[config.mk]
export PLATFORM = sky130hd
export DESIGN_NAME = apb_cmd_uart_packer
export DESIGN_NICKNAME = d
export VERILOG_FILES = /design/src/rtl/apb_uart_pkg.sv /design/src/rtl/uart_tx_byte.sv /design/src/rtl/apb_cmd_uart_packer.sv
export SDC_FILE = /design/constraint.sdc
export NUM_CORES = 1
export LEC_CHECK = 0
export ABC_AREA = 1
export CAP_MARGIN = 10
export CORE_UTILIZATION = 30
export CTS_BUF_LIST = sky130_fd_sc_hd__clkbuf_4
export CTS_CLUSTER_DIAMETER = 100
export DETAILED_ROUTE_END_ITERATION = 6
export DONT_BUFFER_PORTS = 1
export GPL_ROUTABILITY_DRIVEN = 0
export PLACE_DENSITY = 0.43
export SYNTH_ARGS = -nofsm -noshare
export SYNTH_HDL_FRONTEND = slang
export SYNTH_HIERARCHICAL = 1
export SYNTH_SLANG_ARGS = --single-unit
[constraint.sdc]
create_clock -name clk -period 8.7 [get_ports clk]
set_input_delay 1.74 -clock clk [delete_from_list [all_inputs] [get_ports clk]]
set_output_delay 1.74 -clock clk [all_outputs]
set_load 0.01 [all_outputs]
[src/rtl/apb_uart_pkg.sv]
// Shared constants, command record and FSM state encoding for the APB command UART packer.
// Define PACKER_CHECKSUM_EN to append an XOR checksum byte to every frame.
package apb_uart_pkg;

    localparam logic [3:0] HDR_NIBBLE = 4'hA;
    localparam logic [1:0] SEL_S1     = 2'b01;
    localparam logic [1:0] SEL_S2     = 2'b10;

`ifdef PACKER_CHECKSUM_EN
    localparam int FRAME_LEN = 10;
`else
    localparam int FRAME_LEN = 9;
`endif

    typedef enum logic [1:0] {
        S_IDLE,
        S_LOAD,
        S_SEND,
        S_DONE
    } state_e;

    typedef struct packed {
        logic [1:0]  sel;
        logic        write;
        logic [31:0] addr;
        logic [31:0] wdata;
    } cmd_t;

    // Bytes 0..8 of a frame; any other index (including the checksum slot) reads as zero.
    function automatic logic [7:0] frame_byte(input cmd_t c, input logic [3:0] idx);
        case (idx)
            4'd0:    frame_byte = {HDR_NIBBLE, 1'b0, c.write, c.sel};
            4'd1:    frame_byte = c.addr[31:24];
            4'd2:    frame_byte = c.addr[23:16];
            4'd3:    frame_byte = c.addr[15:8];
            4'd4:    frame_byte = c.addr[7:0];
            4'd5:    frame_byte = c.wdata[31:24];
            4'd6:    frame_byte = c.wdata[23:16];
            4'd7:    frame_byte = c.wdata[15:8];
            4'd8:    frame_byte = c.wdata[7:0];
            default: frame_byte = 8'h00;
        endcase
    endfunction

endpackage

[src/rtl/uart_tx_byte.sv]
// 8N1 byte serialiser: start bit, eight data bits LSB first, stop bit.
// A new byte may be loaded in the same cycle the current stop bit ends, giving gap-free streams.
module uart_tx_byte #(
    parameter int CLKS_PER_BIT = 868
) (
    input  logic       clk,
    input  logic       rst_n,
    input  logic       start,
    input  logic [7:0] din,
    output logic       tx_out,
    output logic       byte_done
);

    localparam int            CW        = (CLKS_PER_BIT > 1) ? $clog2(CLKS_PER_BIT) : 1;
    localparam logic [CW-1:0] BAUD_LAST = CW'(CLKS_PER_BIT - 1);

    logic          active_q;
    logic [CW-1:0] baud_q;
    logic [3:0]    bit_q;
    logic [8:0]    shift_q;
    logic          tx_q;
    logic          bit_end;
    logic          load;

    assign bit_end   = (baud_q == BAUD_LAST);
    assign byte_done = active_q && bit_end && (bit_q == 4'd9);
    assign load      = start && (!active_q || byte_done);
    assign tx_out    = tx_q;

    // bit_q counts 0 = start bit, 1..8 = data bits, 9 = stop bit.
    always_ff @(posedge clk) begin
        if (!rst_n) begin
            active_q <= 1'b0;
            baud_q   <= '0;
            bit_q    <= 4'd0;
            shift_q  <= '0;
            tx_q     <= 1'b1;
        end else if (load) begin
            active_q <= 1'b1;
            baud_q   <= '0;
            bit_q    <= 4'd0;
            shift_q  <= {1'b1, din};
            tx_q     <= 1'b0;
        end else if (active_q) begin
            if (bit_end) begin
                baud_q <= '0;
                if (bit_q == 4'd9) begin
                    active_q <= 1'b0;
                    tx_q     <= 1'b1;
                end else begin
                    bit_q   <= bit_q + 4'd1;
                    tx_q    <= shift_q[0];
                    shift_q <= {1'b1, shift_q[8:1]};
                end
            end else begin
                baud_q <= baud_q + CW'(1);
            end
        end
    end

endmodule

[src/rtl/apb_cmd_uart_packer.sv]
// Accepts one APB command over valid/ready and sends it as a gap-free UART 8N1 byte frame.
// Define PACKER_CHECKSUM_EN to append a 10th byte holding the XOR of bytes 0..8.
module apb_cmd_uart_packer
    import apb_uart_pkg::*;
#(
    parameter int CLKS_PER_BIT = 868
) (
    input  logic        clk,
    input  logic        rst_n,
    input  logic        cmd_valid,
    output logic        cmd_ready,
    input  logic [1:0]  cmd_sel,
    input  logic        cmd_write,
    input  logic [31:0] cmd_addr,
    input  logic [31:0] cmd_wdata,
    output logic        tx_out,
    output logic        busy,
    output logic        done,
    output logic        err
);

    localparam logic [3:0] LAST_IDX = 4'(FRAME_LEN - 1);

    state_e     state_q;
    cmd_t       cmd_q;
    logic [3:0] idx_q;
    logic       cmd_ready_q;
    logic       busy_q;
    logic       done_q;
    logic       err_q;

    logic       accept;
    logic       sel_legal;
    logic       last_byte;
    logic       ser_start;
    logic       byte_done;
    logic [3:0] din_idx;
    logic [7:0] ser_din;

    assign accept    = cmd_valid && cmd_ready_q;
    assign sel_legal = (cmd_sel == SEL_S1) || (cmd_sel == SEL_S2);
    assign last_byte = (idx_q == LAST_IDX);

    // NOTE: the reload between bytes must land on the very edge the stop bit ends, so the
    // serialiser start is decoded combinationally; in LOAD after a reload it is ignored
    // because the serialiser is already busy.
    assign ser_start = (state_q == S_LOAD) || ((state_q == S_SEND) && byte_done && !last_byte);
    assign din_idx   = (state_q == S_SEND) ? idx_q + 4'd1 : idx_q;

`ifdef PACKER_CHECKSUM_EN
    logic [7:0] checksum;

    always_comb begin
        checksum = 8'h00;
        for (int i = 0; i < 9; i++) begin
            checksum = checksum ^ frame_byte(cmd_q, 4'(i));
        end
    end

    always_comb begin
        ser_din = frame_byte(cmd_q, din_idx);
        if (din_idx == LAST_IDX) begin
            ser_din = checksum;
        end
    end
`else
    always_comb begin
        ser_din = frame_byte(cmd_q, din_idx);
    end
`endif

    // NOTE: the command register is pure datapath, only read while busy, so it carries no reset.
    always_ff @(posedge clk) begin
        if (accept) begin
            cmd_q.sel   <= cmd_sel;
            cmd_q.write <= cmd_write;
            cmd_q.addr  <= cmd_addr;
            cmd_q.wdata <= cmd_wdata;
        end
    end

    always_ff @(posedge clk) begin
        if (!rst_n) begin
            state_q     <= S_IDLE;
            idx_q       <= 4'd0;
            cmd_ready_q <= 1'b0;
            busy_q      <= 1'b0;
            done_q      <= 1'b0;
            err_q       <= 1'b0;
        end else begin
            done_q <= 1'b0;
            err_q  <= 1'b0;
            case (state_q)
                S_IDLE: begin
                    cmd_ready_q <= 1'b1;
                    if (accept) begin
                        if (sel_legal) begin
                            cmd_ready_q <= 1'b0;
                            busy_q      <= 1'b1;
                            idx_q       <= 4'd0;
                            state_q     <= S_LOAD;
                        end else begin
                            err_q <= 1'b1;
                        end
                    end
                end
                S_LOAD: begin
                    state_q <= S_SEND;
                end
                S_SEND: begin
                    if (byte_done) begin
                        if (last_byte) begin
                            idx_q   <= 4'd0;
                            done_q  <= 1'b1;
                            state_q <= S_DONE;
                        end else begin
                            idx_q   <= idx_q + 4'd1;
                            state_q <= S_LOAD;
                        end
                    end
                end
                S_DONE: begin
                    busy_q      <= 1'b0;
                    cmd_ready_q <= 1'b1;
                    state_q     <= S_IDLE;
                end
                default: begin
                    state_q <= S_IDLE;
                end
            endcase
        end
    end

    uart_tx_byte #(
        .CLKS_PER_BIT (CLKS_PER_BIT)
    ) u_tx (
        .clk       (clk),
        .rst_n     (rst_n),
        .start     (ser_start),
        .din       (ser_din),
        .tx_out    (tx_out),
        .byte_done (byte_done)
    );

    assign cmd_ready = cmd_ready_q;
    assign busy      = busy_q;
    assign done      = done_q;
    assign err       = err_q;

endmodule

[Word level (Yosys, flattened, before mapping)]
Index checks and enable logic that the tools add are counted.
Cells by class
  $add $sub $neg: 3
  $mul: 0
  div/mod/pow operators: 0
  order comparisons: 0
  equality and inequality tests: 20
  shift operators: 0
  multiplexer cells: 32
  bitwise logic cells: 2
  reduce and logical (&&, ||, !) cells: 26
Operators by type and width (number)
  $pmux 8 s9: 1
  $mux 9: 4
  $mux 4: 5
  $reduce_and 3->1: 6
  $eq 4x3->1 const B: 4
  $mux 1: 13
  $eq 4x4->1 const B: 3
  $add 10x1->10 const B: 1
  $eq 10x10->1 const B: 1
  $mux 10: 1
  $add 4x1->4 const B: 2
  $eq 4x2->1 const B: 2
  $mux 2: 4
  $pmux 2 s4: 1
  $pmux 4 s2: 1
  $reduce_bool 2->1: 4
  $eq 2x2->1 const B: 3
  $logic_and 1x1->1: 6
  $ne 2x2->1 const B: 3
  $eq 2x1->1 const B: 2
  $eq 4x1->1 const B: 1
  $logic_not 4->1: 1
  $pmux 1 s2: 2
  $reduce_and 4->1: 1
  7 further kinds: 11
Word-level totals
  register bits after elaboration: 102
  bits in latches: 0
  RAM bits: 0
  memory bits (read-only): 0
  input bits: 70
  memories: 0

[Depth between registers and ports, before layout]
  depth after elaboration: 9
  mapped depth: 18

[Modules after synthesis]
The synthesis kept the hierarchy.
Modules (own cells, without submodules)
  apb_cmd_uart_packer: instances 1, cells an instance 309, area an instance 3338.2 µm², sequential area each 2212.1 µm²
  uart_tx_byte: instances 1, cells an instance 184, area an instance 1297.5 µm², sequential area each 500.5 µm²

[Least setup slack after synthesis]
Ideal clock, no wire load.
  kind: input port to flip-flop
  start point: input port cmd_valid
  end point: register idx_q[0]
  setup time: 0.064 ns
  data arrival time: 4.148 ns
  slack: 4.489 ns
  stages on the path: 10
  path buffers: 0
  cell sequence: nand2_1 > inv_1 > nand2_1 > nand2_1 > o21ai_1 > a21oi_1 > inv_1 > nand2_1 > inv_1 > nor2_1
On the way
  cells in the longest elaborated chain, start to end: 3
Ends and longest elaborated chain
  start, declared: RTL line apb_cmd_uart_packer.sv:10  | input logic cmd_valid,
  $logic_and 1x1->1: RTL line apb_cmd_uart_packer.sv:40  | assign accept = cmd_valid && cmd_ready_q;
  net accept: RTL line apb_cmd_uart_packer.sv:32  | logic accept;
  $ne 2x2->1 (no line)
  $reduce_and 4->1 (no line)
  end signal, assigned: RTL line apb_cmd_uart_packer.sv:117  | idx_q <= idx_q + 4'd1;
  end, declared: RTL line apb_cmd_uart_packer.sv:26  | logic [3:0] idx_q;
The timed path passes the listed nets, and every way through them passes these cells.
A chain may end at the register's enable or synchronous reset.

[Worst setup path in the final report]
  start point: input port cmd_valid
  end point: register idx_q[2]
Same word-level chain as after synthesis.

==> impl_metrics.xml <==
<?xml version="1.0" encoding="UTF-8"?>
<metrics>
  <group name="finish">
    <metric name="layout.nets" unit="">575</metric>
    <metric name="layout-area-overhead-vs-synth" unit="%">6.94</metric>
    <metric name="mostFrequentLayoutCell" unit="">sky130_fd_sc_hd__nand2_1</metric>
    <metric name="drive_above_1_share" unit="%">10.4</metric>
    <metric name="insertedDiodeCount" unit="">0</metric>
    <metric name="final_cell_mix" unit="">sky130_fd_sc_hd__nand2_1 (154), sky130_fd_sc_hd__edfxtp_1 (67), sky130_fd_sc_hd__nor2_1 (52)</metric>
    <metric name="post-route-util" unit="%">32.7</metric>
    <metric name="non_filler_instances" unit="">689</metric>
  </group>
  <group name="critical_path">
    <metric name="worstPathCellList" unit="">nand2_1 &gt; inv_2 &gt; buf_4 &gt; nand2_1 &gt; nand2_1 &gt; o21ai_1 &gt; a21oi_1 &gt; inv_1 &gt; nand2_1 &gt; inv_1 &gt; nor2_1</metric>
    <metric name="worst_r2r_startpoint" unit="">u_tx/baud_q[0]</metric>
    <metric name="element_type_at_the_critical_path_start" unit="">input port</metric>
    <metric name="timing.critical_path.required" unit="ns">9.11</metric>
    <metric name="dominant_cell_type_by_count_on_the_critical_path" unit="">sky130_fd_sc_hd__nand2_1</metric>
    <metric name="regToRegSetupSlack" unit="ns">5.54</metric>
    <metric name="worst-setup-path-type" unit="">in -&gt; reg</metric>
    <metric name="end_kind" unit="">flip-flop</metric>
    <metric name="r2r-end" unit="">u_tx/shift_q[4]</metric>
    <metric name="critPathArrivalTime" unit="ns">3.66</metric>
    <metric name="max_stage_delay" unit="ns">0.61</metric>
    <metric name="crit_path_max_fanout" unit="">68</metric>
    <metric name="r2r.worst_path.cells" unit="">13</metric>
    <metric name="timing.critical_path.slowest_stage_cell" unit="">sky130_fd_sc_hd__buf_4</metric>
  </group>
  <group name="die">
    <metric name="design.die.area" unit="µm²">16000</metric>
    <metric name="placement_rows" unit="">45</metric>
    <metric name="floorplan.initialDensity" unit="%">30.6</metric>
    <metric name="fp.coreArea" unit="µm²">15100</metric>
    <metric name="die_width" unit="µm">126</metric>
    <metric name="die_h" unit="µm">126</metric>
    <metric name="pin_count" unit="">75</metric>
  </group>
  <group name="clock_tree">
    <metric name="worst_skew_pair.late_latency" unit="ns">0.46</metric>
    <metric name="cts_buf_count" unit="">9</metric>
    <metric name="clock_tree.root_cell" unit="">sky130_fd_sc_hd__clkbuf_4</metric>
    <metric name="clock_tree_from_tritoncts" unit="">yes</metric>
    <metric name="postCtsSetupRepairBufs" unit="">0</metric>
    <metric name="cts_hold_buf" unit="">0</metric>
    <metric name="post_cts_sizing" unit="">0</metric>
    <metric name="htree_num_levels" unit="">3</metric>
    <metric name="clock-sinks" unit="">102</metric>
    <metric name="clk_path_buf_depth" unit="">2</metric>
    <metric name="cts.clk_slew.worst_paths" unit="ns">0.15</metric>
  </group>
  <group name="grt">
    <metric name="global_route_wire_length_before_repair" unit="µm">15500</metric>
    <metric name="pin_count_of_the_biggest_net_entering_global_routing" unit="">69</metric>
    <metric name="antenna_found_initial" unit="">1</metric>
    <metric name="globalRouteOverflowTotal" unit="">0</metric>
    <metric name="track_usage" unit="%">12.8</metric>
    <metric name="grt_pass1_vias" unit="">3060</metric>
  </group>
  <group name="detailed_routing">
    <metric name="drc" unit="">0</metric>
    <metric name="post_drt_via_cell_ratio" unit="">4.50</metric>
    <metric name="routed_wl" unit="µm">9430</metric>
    <metric name="vias" unit="">3099</metric>
    <metric name="routed_wire_per_std_cell" unit="µm">13.7</metric>
    <metric name="detail_route.iter0.violations" unit="">129</metric>
    <metric name="firstDrtPassIters" unit="">4</metric>
    <metric name="final_antenna_net_count" unit="">0</metric>
  </group>
  <group name="timing">
    <metric name="finalCriticalPeriod" unit="ns">3.25</metric>
    <metric name="final.setup_skew" unit="ns">0.0220</metric>
    <metric name="grt_setup_unrepaired" unit="">false</metric>
    <metric name="worst_pin_slew" unit="ns">1.01</metric>
    <metric name="fin_setup_tns" unit="ns">0</metric>
    <metric name="relSlewSlack" unit="%">32.7</metric>
    <metric name="max_freq" unit="GHz">0.308</metric>
    <metric name="setup_violation_total_in_the_final_timing_report" unit="">0</metric>
    <metric name="hold_viol_final" unit="">0</metric>
    <metric name="finalWorstSetupSlack" unit="ns">5.45</metric>
    <metric name="final_min_period_over_clock_period" unit="%">37.4</metric>
    <metric name="timing_max_transition_violations_final" unit="">0</metric>
  </group>
  <group name="logic_synthesis">
    <metric name="synth_cell_types" unit="">36</metric>
    <metric name="syn-mean-instance-area" unit="µm²">9.40</metric>
    <metric name="netlist_area" unit="µm²">4640</metric>
    <metric name="synth_seq_cells" unit="">102</metric>
    <metric name="synth-seq-area-share" unit="%">58.5</metric>
    <metric name="synthCells" unit="">493</metric>
    <metric name="postSynthNetCount" unit="">572</metric>
    <metric name="yosys_warnings" unit="">6</metric>
  </group>
  <group name="placed_design">
    <metric name="hpwl" unit="µm">6620</metric>
    <metric name="place.port_buffers" unit="">0</metric>
    <metric name="numPlacedInstances" unit="">673</metric>
    <metric name="place_ws" unit="ns">4.91</metric>
  </group>
  <group name="hold_path">
    <metric name="timing.hold.worst.start" unit="">u_tx/shift_q[8]</metric>
    <metric name="worst_hold_path_cells" unit="">2</metric>
    <metric name="hold_class" unit="">reg -&gt; reg</metric>
    <metric name="sink_of_the_worst_hold_path" unit="">u_tx/shift_q[8]</metric>
  </group>
  <group name="power_and_ir_drop">
    <metric name="power_frac_seq" unit="%">46.0</metric>
    <metric name="p_sw" unit="mW">0.557</metric>
    <metric name="p_per_area" unit="nW/µm²">285</metric>
    <metric name="p_leak" unit="nW">1.97</metric>
    <metric name="power_share_of_the_clock_group" unit="%">18.4</metric>
    <metric name="power.combinational.fraction" unit="%">35.6</metric>
    <metric name="post-layout-total-power" unit="mW">1.41</metric>
    <metric name="power.share.switching" unit="%">39.5</metric>
    <metric name="intPower" unit="mW">0.854</metric>
    <metric name="power.ir.vdd_worst" unit="mV">0.104</metric>
  </group>
  <group name="status">
    <metric name="status" unit="">finished clean</metric>
  </group>
  <group name="flow_run">
    <metric name="drv.max_cap_violation_count" unit="">0</metric>
  </group>
</metrics>
sequential cells by signal, summed over array words and instances, names as in the netlist, 2 cells and up:
signal / cells
cmd_q: 67
u_tx/baud_q: 10
u_tx/shift_q: 9
idx_q: 4
u_tx/bit_q: 4
state_q: 2
critical path, delay by kind of cell:
kind	cells	cell delay, ns
buffers and inverters	4	0.87
AND/OR/NAND/NOR	5	0.57
AO/OA/AOI/OAI	2	0.46
area by class of cell:
cell class / instances / area [µm²]
fillers: 1556 / 10200
flip-flops and latches: 102 / 2710
multi-input cells: 332 / 1670
well taps: 188 / 235
inverters: 50 / 188
clock buffers: 12 / 90.1
clock inverters: 4 / 55.1
repair buffers: 1 / 7.51
how the worst max path moves through the flow:
stage / startpoint / to / slack (ns) / cells after the start
6_report: cmd_valid / idx_q[2] / 5.45 / 11
5_1_grt: u_tx/baud_q[0] / u_tx/shift_q[7] / 5.18 / 13
4_1_cts: cmd_valid / idx_q[2] / 5.43 / 11
3_5_place_dp: cmd_valid / idx_q[2] / 4.91 / 11
3_3_place_gp: cmd_valid / idx_q[1] / 5.02 / 11
2_1_floorplan: cmd_valid / idx_q[0] / 4.49 / 10
Yosys cell counts (all sizes together):
cell	number	area (µm²)
nand2	161	637
edfxtp	67	2010
nor2	61	290
inv	50	188
nand3	49	258
dfxtp	35	701
a21oi	12	60.1
ha	9	113
o21ai	9	71.3
buf	8	62.6
xor2	8	77.6
nor3	6	40.0
nand4	5	37.5
or2	3	18.8
a211oi	2	15.0
nor3b	2	15.0
o211ai	2	15.0
clkbuf	1	3.75
nand3b	1	7.51
nor4	1	6.26
o21bai	1	7.51
power by group through the flow:
stage	Combinational, mW	Clock (mW)	Sequential, mW
finish	0.503	0.259	0.650
floorplan	0.414	0	0.649
global placement	0.509	0	0.662
global route	0.588	0.289	0.660
detailed placement	0.515	0	0.661
CTS	0.516	0.275	0.651
logic make-up after synthesis:
family | Yosys count | share of synthesized area (%)
AND/OR/NAND/NOR | 289 | 28.3
flip-flops | 102 | 58.5
buffers and inverters | 59 | 5.48
AO/OA/AOI/OAI | 26 | 3.64
adder cells (fa/ha/maj) | 9 | 2.43
XOR/XNOR | 8 | 1.67
metal layers:
metal	track usage (%)	share of wire, %	wire, µm	vias up
li1	-	-	-	1615
met1	15.7	47	4420	1410
met2	20.3	45	4260	60
met3	5.23	6.5	614	12
met4	4.25	1.2	116	2
met5	0	0.14	13	-
per-stage QoR:
step                hold WS [ns]  area, µm²
floorplan                  0.427       4640
global placement           0.443       4810
detailed placement         0.443       4810
CTS                        0.469       4960
global route               0.515       4960
finish                     0.477       4960
No activity file was read; power rests on OpenSTA's default activity.
